===== src/rtl/ysyx_23060332_ifu.sv =====
// Instruction fetch unit: owns the PC, fetches over an AR/R handshake and hands {inst, pc} to the IDU.
// Optional IFU_ALIGN_CHK_EN: a misaligned jump target sets sticky misalign_o and parks the FSM in HALT.
module ysyx_23060332_ifu #(
  parameter logic [31:0] RESET_PC = 32'h8000_0000,
  parameter logic [31:0] ERR_INST = 32'h0010_0073
) (
  input  logic        clk,
  input  logic        rst_n,
  output logic        imem_arvalid_o,
  output logic [31:0] imem_araddr_o,
  input  logic        imem_arready_i,
  input  logic        imem_rvalid_i,
  input  logic [31:0] imem_rdata_i,
  input  logic [1:0]  imem_rresp_i,
  output logic        imem_rready_o,
  output logic        inst_valid_o,
  input  logic        inst_ready_i,
  output logic [31:0] inst_o,
  output logic [31:0] inst_addr_o,
  input  logic        jump_en_i,
  input  logic [31:0] jump_addr_i,
  output logic        misalign_o
);

  typedef enum logic [2:0] {
    S_IDLE,
    S_AR,
    S_R,
    S_OUT
`ifdef IFU_ALIGN_CHK_EN
    , S_HALT
`endif
  } state_t;

  state_t      state;
  state_t      state_nxt;
  logic [31:0] pc;
  logic        r_fire;
  logic        out_fire;

`ifdef IFU_ALIGN_CHK_EN
  logic        bad_target;
  assign bad_target = jump_en_i & (jump_addr_i[1:0] != 2'b00);
`endif

  assign imem_araddr_o = pc;
  assign r_fire        = (state == S_R) & imem_rvalid_i;
  assign out_fire      = (state == S_OUT) & inst_ready_i;

  always_ff @(posedge clk or negedge rst_n) begin
    if (!rst_n) begin
      state <= S_IDLE;
    end else begin
      state <= state_nxt;
    end
  end

  // Handshake outputs decode straight from state so AR and R can never overlap.
  always_comb begin
    state_nxt      = state;
    imem_arvalid_o = 1'b0;
    imem_rready_o  = 1'b0;
    inst_valid_o   = 1'b0;
    case (state)
      S_IDLE: state_nxt = S_AR;
      S_AR: begin
        imem_arvalid_o = 1'b1;
        if (imem_arready_i) state_nxt = S_R;
      end
      S_R: begin
        imem_rready_o = 1'b1;
        if (imem_rvalid_i) state_nxt = S_OUT;
      end
      S_OUT: begin
        inst_valid_o = 1'b1;
        if (inst_ready_i) begin
`ifdef IFU_ALIGN_CHK_EN
          state_nxt = bad_target ? S_HALT : S_AR;
`else
          state_nxt = S_AR;
`endif
        end
      end
`ifdef IFU_ALIGN_CHK_EN
      S_HALT: state_nxt = S_HALT;
`endif
      default: state_nxt = S_IDLE;
    endcase
  end

  always_ff @(posedge clk or negedge rst_n) begin
    if (!rst_n) begin
      pc          <= RESET_PC;
      inst_o      <= '0;
      inst_addr_o <= RESET_PC;
    end else begin
      if (r_fire) begin
        inst_o      <= (imem_rresp_i == 2'b00) ? imem_rdata_i : ERR_INST;
        inst_addr_o <= pc;
      end
`ifdef IFU_ALIGN_CHK_EN
      if (out_fire && !bad_target) begin
`else
      if (out_fire) begin
`endif
        pc <= jump_en_i ? jump_addr_i : pc + 32'd4;
      end
    end
  end

`ifdef IFU_ALIGN_CHK_EN
  always_ff @(posedge clk or negedge rst_n) begin
    if (!rst_n) begin
      misalign_o <= 1'b0;
    end else if (out_fire && bad_target) begin
      misalign_o <= 1'b1;
    end
  end
`else
  assign misalign_o = 1'b0;
`endif

endmodule


===== config.mk =====
export PLATFORM = sky130hd
export DESIGN_NAME = ysyx_23060332_ifu
export DESIGN_NICKNAME = d
export VERILOG_FILES = /design/src/rtl/ysyx_23060332_ifu.sv
export SDC_FILE = /design/constraint.sdc
export NUM_CORES = 1
export LEC_CHECK = 0
export ABC_AREA = 0
export BUFFER_PORTS_ARGS = -buffer_cell sky130_fd_sc_hd__buf_4
export CORE_MARGIN = 4
export CORE_UTILIZATION = 50
export CTS_CLUSTER_SIZE = 12
export DETAILED_ROUTE_END_ITERATION = 12
export PLACE_DENSITY = 0.83
export SYNTH_ARGS = -nofsm -noshare
export SYNTH_HDL_FRONTEND = slang
export SYNTH_SLANG_ARGS = --single-unit

===== constraint.sdc =====
create_clock -name clk -period 2 [get_ports clk]
set_clock_uncertainty 0.05 [all_clocks]
set_input_delay 0.1 -clock clk [delete_from_list [all_inputs] [get_ports clk]]
set_output_delay 0.1 -clock clk [all_outputs]
set_load 0.01 [all_outputs]

==> out/summary.txt <==
First-pass detailed-route iteration total - 5
GR Util All Layers - 0.279
Vias in the first global route - 4829
Drc violations - 0
M3 GR Usage - 0.0502
Hold path start - jump_addr_i[10]
Die area - 0.0111 mm²
CP Launch Type - register
Drt total wl - 15800 µm
Post-DP HPWL - 10300 µm
Max cap viols - 0
Multi-input logic area - 0.00208 mm²
Max_slew headroom - 0.569
Fin crit period - 1.85 ns
Failing checks - hold timing
Largest net degree at the start of global routing - 44
#FFs+latches synth - 98
Top FF cell, synth - dfrtp_1
Die extent in x - 106 µm
Outcome - finished, violations left
Critical path arrival - 2.11 ns
Worst-Margin Slew - 0.646 ns
Minimum hold slack - -0.00130 ns
Tcrit/Tclk final - 0.923
Clk sinks - 98
Hold WC Path Type - input port to register
FP Rows - 35
Cell Chain, Critical Path - and4_1, nand4_4, or4_1, nand3_1
Global routing's busiest layer - met2
FF/Latch Area - 0.00246 mm²
Final ANT Viol Nets - 0
First-pass GRT wire length - 25200 µm
Vias per std cell - 5.82
Synth cell types - 57
Total grt overflow - 0
Delay-heaviest family, CP - simple AND/OR/NAND/NOR gates
Setup violators final - 0
Cell Pwr Density - 1400 mW/mm²
Clk buf depth - 2
Met2 usage - 0.480
Most frequent cells in the layout - buf_4 (193), nand2_1 (102), dfrtp_1 (95)
CTS Buf Count - 9
Max VDD drop - 697 µV
Final #Nets - 778
Slew Viols, Final - 0
Final setup margin - 0.153 ns
Core area - 0.00924 mm²
Wire per inst - 18.9 µm
Final hold violation count - 2
H-Tree Depth - 3
Placer congestion estimate - 0.872
Synth-to-layout area growth - 43.6%
Initial antenna violation count - 1
GR Layer Usage met1 - 0.352
Buf/Inv on CP - 0
Yosys warnings - 0
Crit-path max cell delay - 0.59 ns
Reg-to-Reg Start - imem_araddr_o[10]$_DFFE_PN0N_
IO Port Bufs - 170
Avg Inst Size Synth - 9.62 µm²
Syn Std Cell Area - 0.00475 mm²
Post-synth EDFFs - 0
Layout cells sized above 1 - 0.325
Placed Cells - 775
Crit Path Class - register to register
Finished Layout Cells - 837
Cells after Synth - 494
Crit. End Element - register
Fmax - 542 MHz
Die Span Y - 106 µm
DR vias - 4872
Post-synthesis sequential area ratio - 0.516
Starting Density - 0.514
Final core occ - 0.739
Clk_lat worst skew - 0.37 ns
Setup tns final - 0 ns
Clk root buf - clkbuf_8
Commonest non-fill, non-tap cell in the layout - buf_4
WP data required - 2.27 ns
Reg clk slew, reported paths - 0.11 ns
DR iter-0 viols - 447
# fillers - 644
CP Max Fanout - 11
Launch point of the worst path - imem_araddr_o[10]$_DFFE_PN0N_
RSZ-0062 raised after global routing - no
I/O pin cnt - 172
CTS tree - yes
Pre-CTS WS - 0.0483 ns
Leakage - 3.29 nW
Async SR Flop Fraction - 1.00
Critical-path top delay cell - or4_1
Syn Nets - 570
-- power by group --
| part | switching, W | total [W] | leakage, nW | internal [W] |
|---|---|---|---|---|
| sequential | 0.000996 | 0.00391 | 1.22 | 0.00291 |
| combinational | 0.00220 | 0.00441 | 1.98 | 0.00221 |
| clock | 0.000780 | 0.00126 | 0.0901 | 0.000477 |
| total | 0.00397 | 0.00957 | 3.29 | 0.00560 |
-- cells by family (layout without fill, tap and decap cells) --
| logic type | Yosys count | count (layout) | share of synthesized area |
|---|---|---|---|
| flops | 98 | 98 | 0.516 |
| fa+ha+maj | 4 | 4 | 0.0105 |
| compound gates | 109 | 109 | 0.165 |
| simple gates | 227 | 227 | 0.249 |
| other cells | 1 | 2 | 0.000789 |
| buf+inv | 50 | 263 | 0.0474 |
| mux | 5 | 5 | 0.0111 |
-- routing by layer --
metal / up-vias / part of all wire
met2: 276 / 0.50
met3: 36 / 0.078
met1: 2351 / 0.39
li1: 2209 / -
met5: - / 0
met4: 0 / 0.029
-- worst min-delay path, cell delays in order --
cell	delay, ns
buf_4	0.08
a32oi_1	0.04
o21ai_0	0.17
-- cell usage after synthesis (2+ instances only) --
library cell,n,share of area
nand2_1,103,0.081
dfrtp_1,96,0.51
a22o_1,27,0.050
clkbuf_1,27,0.021
nand3_1,27,0.028
o21ai_0,25,0.026
a21oi_1,17,0.018
nand4_1,15,0.020
nor2_1,14,0.011
nor3_1,12,0.013
or3_1,12,0.016
and3_1,10,0.013
inv_1,9,0.0071
and4_1,6,0.011
buf_2,6,0.0063
nor4_1,6,0.0079
o22a_1,6,0.011
and2_1,5,0.0066
a211oi_1,4,0.0063
a311oi_1,4,0.0074
buf_4,4,0.0063
ha_1,4,0.011
a22oi_1,3,0.0047
mux2i_1,3,0.0063
nor3b_1,3,0.0047
o311ai_1,3,0.0055
a2bb2oi_1,2,0.0037
a31oi_1,2,0.0026
a32oi_1,2,0.0037
buf_1,2,0.0016
buf_6,2,0.0047
dfstp_2,2,0.011
mux2_2,2,0.0047
nor3_2,2,0.0042
nor4_4,2,0.0089
o211ai_1,2,0.0032
o22ai_1,2,0.0026
o2bb2ai_1,2,0.0037
-- worst paths after layout --
| path | endpoint | slack, ns | cells after the start |
|---|---|---|---|
| worst min register to register | inst_addr_o[6]$_DFFE_PN0P_ | 0.44 | 2 |
| max in group asynchronous | inst_addr_o[7]$_DFFE_PN0P_ | 1.03 | 3 |
| worst max-delay path | imem_araddr_o[29]$_DFFE_PN0N_ | 0.15 | 4 |
| min in group asynchronous | inst_addr_o[20]$_DFFE_PN0P_ | 0.20 | 2 |
| worst min-delay path | imem_araddr_o[10]$_DFFE_PN0N_ | -0.001 | 3 |
| worst max register to register | imem_araddr_o[29]$_DFFE_PN0N_ | 0.15 | 4 |
-- sequential cells by signal (all words and copies together) (netlist names) --
register       flops
imem_araddr_o     32
inst_addr_o       32
inst_o            32
state              2
-- repair_timing --
item / in CTS / in global routing
buffers inserted: 0 / 1
hold endpoints to repair: 82 / 0
setup endpoints to repair: 0 / 6
hold buffers: 44 / 0
gates resized for setup: 0 / 3
-- area by class of cell --
type                    count  share of cell area
repair buffers            238               0.280
diodes                      1            0.000367
flip-flops and latches     98               0.360
inverters                   9             0.00495
clock inverters             7             0.00880
clock buffers               9              0.0181
multi-input cells         346               0.305
well taps                 129              0.0236
-- stage by stage --
stage	area, µm²	total power (W)
after floorplan	4750	0.00581
after global placement	6190	0.00797
after detailed placement	6190	0.00815
after CTS	6810	0.00945
after global routing	6830	0.0101
final	6830	0.00957
Power figures use the tool's default switching activity.
